--- config.mk ---
export PLATFORM = sky130hd
export DESIGN_NAME = regfile_wb_arbiter
export DESIGN_NICKNAME = d
export VERILOG_FILES = /design/src/rtl/regfile_wb_arbiter_pkg.sv /design/src/rtl/regfile_wb_arbiter_rr_arbiter.sv /design/src/rtl/regfile_wb_arbiter.sv
export SDC_FILE = /design/constraint.sdc
export NUM_CORES = 1
export LEC_CHECK = 0
export ABC_AREA = 1
export BUFFER_PORTS_ARGS = -buffer_cell sky130_fd_sc_hd__clkbuf_2
export CORE_MARGIN = 2
export CORE_UTILIZATION = 49
export CTS_CLUSTER_DIAMETER = 120
export CTS_CLUSTER_SIZE = 30
export DETAILED_ROUTE_END_ITERATION = 8
export GPL_TIMING_DRIVEN = 0
export HOLD_SLACK_MARGIN = 0.05
export PLACE_DENSITY = 0.94
export SYNTH_ARGS = -nofsm -noshare
export SYNTH_HDL_FRONTEND = slang
export SYNTH_SLANG_ARGS = --single-unit
--- constraint.sdc ---
create_clock -name clk -period 4.2 [get_ports clk]
set_input_delay 0.84 -clock clk [delete_from_list [all_inputs] [get_ports clk]]
set_output_delay 0.84 -clock clk [all_outputs]
set_load 0.1 [all_outputs]
--- src/rtl/regfile_wb_arbiter_pkg.sv ---
// Shared register-file constants and helpers for the writeback arbiter.
package regfile_wb_arbiter_pkg;

  localparam int unsigned REG_ADDR_BUS = 5;
  localparam int unsigned REG_BUS      = 32;
  localparam int unsigned CNT_W        = 16;

  localparam logic [REG_ADDR_BUS-1:0] NOP_REG_ADDR = 5'd0;
  localparam logic WRITE_ENABLE  = 1'b1;
  localparam logic WRITE_DISABLE = 1'b0;
  localparam logic RST_ENABLE    = 1'b1;

  // Index width for n sources, never narrower than one bit.
  function automatic int unsigned idx_width(input int unsigned n);
    return (n > 1) ? $clog2(n) : 1;
  endfunction

endpackage

--- src/rtl/regfile_wb_arbiter_rr_arbiter.sv ---
// Combinational rotate-priority encoder: first requester at or after ptr wins.
module regfile_wb_arbiter_rr_arbiter
  import regfile_wb_arbiter_pkg::*;
#(
  parameter int unsigned NUM_REQ = 2,
  localparam int unsigned IDX_W  = idx_width(NUM_REQ)
) (
  input  logic [NUM_REQ-1:0] req_i,
  input  logic [IDX_W-1:0]   ptr_i,
  output logic [NUM_REQ-1:0] gnt_o,
  output logic [IDX_W-1:0]   idx_o
);

  logic found;

  // Walk offsets from the pointer; the first valid source in that order is granted.
  always_comb begin
    gnt_o = '0;
    idx_o = '0;
    found = 1'b0;
    for (int k = 0; k < int'(NUM_REQ); k++) begin
      for (int i = 0; i < int'(NUM_REQ); i++) begin
        if (!found && req_i[i] && (((int'(ptr_i) + k) % int'(NUM_REQ)) == i)) begin
          found    = 1'b1;
          gnt_o[i] = 1'b1;
          idx_o    = IDX_W'(i);
        end
      end
    end
  end

endmodule

--- src/rtl/regfile_wb_arbiter.sv ---
// Round-robin arbiter sharing the single regfile write port among writeback sources.
module regfile_wb_arbiter
  import regfile_wb_arbiter_pkg::*;
#(
  parameter int unsigned NUM_REQ = 2,
  parameter int unsigned ADDR_W  = REG_ADDR_BUS,
  parameter int unsigned DATA_W  = REG_BUS,
  localparam int unsigned IDX_W  = idx_width(NUM_REQ)
) (
  input  logic                        clk,
  input  logic                        rst,
  input  logic [NUM_REQ-1:0]          req_valid,
  input  logic [NUM_REQ*ADDR_W-1:0]   req_addr,
  input  logic [NUM_REQ*DATA_W-1:0]   req_data,
  output logic [NUM_REQ-1:0]          req_ready,
  output logic                        rf_we,
  output logic [ADDR_W-1:0]           rf_waddr,
  output logic [DATA_W-1:0]           rf_wdata,
  output logic [IDX_W-1:0]            grant_id,
  output logic [CNT_W-1:0]            wr_count
);

  logic [NUM_REQ-1:0] gnt;
  logic [IDX_W-1:0]   gnt_idx;
  logic               accept;
  logic [ADDR_W-1:0]  sel_addr;
  logic [DATA_W-1:0]  sel_data;

  logic [IDX_W-1:0]   rr_ptr_q,   rr_ptr_d;
  logic               rf_we_q,    rf_we_d;
  logic [ADDR_W-1:0]  rf_waddr_q, rf_waddr_d;
  logic [DATA_W-1:0]  rf_wdata_q, rf_wdata_d;
  logic [IDX_W-1:0]   grant_id_q, grant_id_d;
  logic [CNT_W-1:0]   wr_count_q, wr_count_d;

  regfile_wb_arbiter_rr_arbiter #(
    .NUM_REQ (NUM_REQ)
  ) u_rr_arbiter (
    .req_i (req_valid),
    .ptr_i (rr_ptr_q),
    .gnt_o (gnt),
    .idx_o (gnt_idx)
  );

  // Grants are suppressed during reset so no source believes it was accepted.
  assign req_ready = (rst == RST_ENABLE) ? '0 : gnt;
  assign accept    = |req_ready;

  // One-hot grant makes an OR-mux sufficient for the winning payload.
  always_comb begin
    sel_addr = '0;
    sel_data = '0;
    for (int i = 0; i < int'(NUM_REQ); i++) begin
      if (gnt[i]) begin
        sel_addr = sel_addr | req_addr[i*ADDR_W +: ADDR_W];
        sel_data = sel_data | req_data[i*DATA_W +: DATA_W];
      end
    end
  end

  // Next-state for pointer, output stage and write counter; x0 writes are consumed silently.
  always_comb begin
    rr_ptr_d   = rr_ptr_q;
    rf_we_d    = WRITE_DISABLE;
    rf_waddr_d = rf_waddr_q;
    rf_wdata_d = rf_wdata_q;
    grant_id_d = grant_id_q;
    wr_count_d = wr_count_q;
    if (accept) begin
      rr_ptr_d   = (gnt_idx == IDX_W'(NUM_REQ - 1)) ? '0 : gnt_idx + IDX_W'(1);
      rf_waddr_d = sel_addr;
      rf_wdata_d = sel_data;
      grant_id_d = gnt_idx;
      rf_we_d    = (sel_addr != ADDR_W'(NOP_REG_ADDR)) ? WRITE_ENABLE : WRITE_DISABLE;
    end
    if (rf_we_d == WRITE_ENABLE) begin
      wr_count_d = wr_count_q + CNT_W'(1);
    end
  end

  always_ff @(posedge clk) begin
    if (rst == RST_ENABLE) begin
      rr_ptr_q   <= '0;
      rf_we_q    <= WRITE_DISABLE;
      rf_waddr_q <= '0;
      rf_wdata_q <= '0;
      grant_id_q <= '0;
      wr_count_q <= '0;
    end else begin
      rr_ptr_q   <= rr_ptr_d;
      rf_we_q    <= rf_we_d;
      rf_waddr_q <= rf_waddr_d;
      rf_wdata_q <= rf_wdata_d;
      grant_id_q <= grant_id_d;
      wr_count_q <= wr_count_d;
    end
  end

  assign rf_we    = rf_we_q;
  assign rf_waddr = rf_waddr_q;
  assign rf_wdata = rf_wdata_q;
  assign grant_id = grant_id_q;
  assign wr_count = wr_count_q;

endmodule
== Word-level counts from Yosys, hierarchy flattened ==
Cells that the tools add are included.
Operators by class
  multipliers: 0
  shift-type cells: 0
  equal/unequal tests: 1
  bitwise logic cells: 3
  reduce and logical (&&, ||, !) cells: 14
  add/subtract/negate cells: 3
  multiplexer cells: 16
  div/mod/pow operators: 0
  $lt $le $gt $ge: 0
Operator list (count)
  $logic_not A32 Y1: 2
  $mux W32: 2
  $or A32 B32 Y32: 1
  $add A16 B1 Y16 const B: 1
  $mux W1: 11
  $mux W5: 2
  $logic_and A1 B1 Y1: 7
  $or A5 B5 Y5: 1
  $reduce_bool A5 Y1: 1
  $logic_not A1 Y1: 3
  $add A1 B1 Y1 const B: 2
  $eq A2 B2 Y1 const B: 1
  $mux W2: 1
  $reduce_or A2 Y1: 1
  $and A1 B1 Y1 const A: 1
Word-level totals
  latch bits: 0
  RAM bits: 0
  word-level logic and storage cells: 43
  register bits: 56
  memories kept: 0
  ROM bits: 0

== Depth between registers and ports, before layout ==
  depth after elaboration: 19
  mapped depth: 10
  mapped depth without buffers: 10

== By module ==
Synthesis repeated with hierarchy kept, for this count alone.
Second synthesis, totals
  cell total of the unflattened synthesis: 393
  area total of the unflattened synthesis: 2750.1 um^2
By module, submodules not included
  regfile_wb_arbiter: instances 1, cells each 387, sequential area each 1121.1 um^2, area each 2726.4 um^2
  regfile_wb_arbiter_rr_arbiter: instances 1, cells each 6, sequential area each 0.0 um^2, area each 23.8 um^2

== Least setup slack after synthesis ==
Ideal clock, no wire load.
  path type: input -> output
  start point: input port rst
  end point: output port req_ready[0]
  arrival: 2339 ps
  path buffers: 2
  stages on the path: 5
  path slack: 1021 ps
  path through: inv_1 > clkbuf_1 > nand2_1 > inv_1 > clkbuf_1
Between the ends
  cells in the longest elaborated chain, start to end: 1
Ends and longest elaborated chain
  from (decl): line regfile_wb_arbiter.sv:11  | input logic rst,
  $mux W2: line regfile_wb_arbiter.sv:46  | assign req_ready = (rst == RST_ENABLE) ? '0 : gnt;
  to (decl): line regfile_wb_arbiter.sv:15  | output logic [NUM_REQ-1:0] req_ready,
Every way passes these cells.

== Worst setup path in the final report ==
Same ends and word-level chain as after synthesis.

==> impl_metrics.tcl <==
set metrics [dict create \
    outcome "completed" \
    ys_warn_count 0 \
    wl_per_cell_um 12.93 \
    syn_area_mm2 0.002678 \
    power_frac_seq 0.427 \
    intPower_uw 798.0 \
    p_total_uw 1379 \
    design_area_mm2 0.003528 \
    hold_class "flip-flop to flip-flop" \
    fin_ws_ns 0.8831 \
    vias_per_cell 5.314 \
    setup_viol 0 \
    yosysTopAreaCellShare 0.4187 \
    grt_pass1_wl_um 12850 \
    post-place-ws_ns 0.8919 \
    rows 26 \
    postCtsResizedCells 0 \
    syn_nets 467 \
    critPathMaxFanout 10 \
    tritoncts "done" \
    rsz0062_at_grt "false" \
    numPortBuffers 133 \
    postSynthAreaPerCell_um2 6.901 \
    peakVddDrop_mv 0.3083 \
    cts_root_buffer "clkbuf_8" \
    ys_seq_elements 56 \
    design.die.area_mm2 0.006072 \
    antenna_found_initial 0 \
    power_frac_comb 0.352 \
    switching_share 0.4214 \
    fin_tns_setup_ns 0 \
    ys_seq_area_frac 0.4187 \
    hold_viol_final 0 \
    yosys-top-cells-area "dfxtp_1, nand2_1, nand3_1" \
    p_per_area_mw_per_mm2 390.9 \
    finClkSkew_ns 0.006949 \
    grt_overflow 0 \
    synth_most_common_cell "nand2_1" \
    synthTopCellsByCount "nand2_1, dfxtp_1, nand3_1" \
    initial_utilization 0.5144 \
    ios 135 \
    syn_inst 388 \
    maxSlewViolCount 0 \
    cts_buffers 5 \
    die_w_um 77.92 \
    hpwl_um 6053 \
    fillers 480 \
    place_inst 591 \
    die_y_um 77.92 \
    cts.sinks 56 \
    crit_required_ns 3.36 \
    path_clk_slew_ns 0.09 \
    synth_edf_count 0 \
    vias 3183 \
    clkPwrFrac 0.221 \
    ant_nets 0 \
    fp.coreArea_mm2 0.005205 \
    htree_num_levels 2 \
    hold_buffers 0 \
    fmax_ghz 0.3015 \
    maxCapViolations 0 \
    area_delta_synth_final_pct 31.78 \
    layoutNonFillerInstCount 599 \
    gp_congestion 0.9172 \
    p_switching_uw 581.2 \
    drtIter0Drc 198 \
    cts_buffer_depth 2 \
    insertion_delay_ns 0.30 \
    track_usage 0.2547 \
    dpl_cell_area_mm2 0.003431 \
    cp-start-kind "primary input" \
    cp-end-kind "primary output" \
    postCtsSetupRepairBufs 0 \
    yosys.area.top_type "dfxtp_1" \
    wl_um 7744 \
    insertedDiodeCount 0 \
    drive_above_1_share 0.3043 \
    leakage_uw 0.001639 \
    min_period_ns 3.317 \
    grt_pass1_vias 2878 \
    period_share 0.7897 \
    grt_start_max_net_pins 18 \
    relSlewSlack 0.6184 \
    yosys.cell_types.count 21 \
    worstSetupPathType "primary input to primary output" \
    drc 0 \
    tightest_slew_ns 0.5748 \
    ys.flop_type "dfxtp_1" \
    critPathArrivalTime_ns 2.48 \
    postSynth.asyncResetShare 0 \
    dr.pass1.iters 5 \
    final_net_count 607 \
]
## kinds of logic (layout without fill, tap and decap cells)
kind of cell	after synthesis	after routing	share of synthesized area
fa+ha+maj	1	1	0.004672
flops	56	56	0.4187
simple gates	214	214	0.3327
xor+xnor	7	7	0.02290
compound gates	70	70	0.1486
buf+inv	40	181	0.07242
## flip-flops by register name, indices dropped and copies added, names as in the netlist
| signal | count |
|---|---|
| grant_id | 1 |
| rr_ptr_q | 1 |
| rf_wdata | 32 |
| wr_count | 16 |
| rf_waddr | 5 |
| rf_we | 1 |
## final timing paths
kind               startpoint      endpoint  slack [ns]  cells past startpoint
setup / recovery          rst  req_ready[0]        0.88                      7
hold / removal    rf_waddr[4]   rf_waddr[4]        0.48                      2
setup reg to reg     rr_ptr_q  wr_count[14]        2.47                      9
hold reg to reg   rf_waddr[4]   rf_waddr[4]        0.48                      2
## per-layer routing
layer  share of wire  up-vias  wire length (um)  track usage
li1                -     1577                 -            -
met1            0.40     1445              3083       0.3033
met2            0.52      150              3989       0.4767
met3           0.075       11               578      0.05000
met4           0.012        0                93      0.04386
met5               0        -                 0            0
## layout make-up
class | instances | area, um^2 | area share
Tap cell | 70 | 87.58 | 0.02482
Multi-Input combinational cell | 292 | 1363 | 0.3862
Sequential cell | 56 | 1121 | 0.3177
Clock buffer | 6 | 82.58 | 0.02340
Clock inverter | 2 | 15.01 | 0.004255
Inverter | 17 | 63.81 | 0.01809
Buffer | 23 | 130.1 | 0.03688
Timing Repair Buffer | 133 | 665.6 | 0.1887
## metrics by stage
| step | hold WS [ns] | util |
|---|---|---|
| detailed placement | 0.4580 | 0.6591 |
| global placement | 0.4499 | 0.6591 |
| global route | 0.5031 | 0.6779 |
| CTS | 0.4735 | 0.6779 |
| floorplan | 0.4686 | - |
| finish | 0.4772 | 0.6779 |
## power by group through the flow
stage	clock [uW]	sequential, uW	combinational (uW)
after floorplan	0	856	122
after global placement	0	599	478
after detailed placement	0	600	485
after CTS	308	588	486
after global routing	325	593	511
final	304	589	486
## critical path: stages
cell	delay, ns
clkbuf_2	0.09
inv_1	0.07
clkbuf_1	0.29
nand2_1	0.14
inv_1	0.14
clkbuf_1	0.37
clkbuf_2	0.54
## cells in the final DEF, fill, tap and decap left out, types with 4 or more instances in the layout
cell type / Yosys / routed
inv_1: 14 / 14
nand2_2: 5 / 5
nor2_1: 23 / 23
a21oi_1: 17 / 17
dfxtp_1: 56 / 56
nand3_1: 46 / 46
buf_2: 4 / 4
nand2_1: 134 / 134
nand4_1: 4 / 4
buf_6: 4 / 4
clkbuf_2: 1 / 134
clkbuf_1: 12 / 12
o21ai_0: 17 / 17
a31oi_1: 35 / 35
clkbuf_8: 0 / 6
xor2_1: 5 / 5
Power figures use the tool's default switching activity.
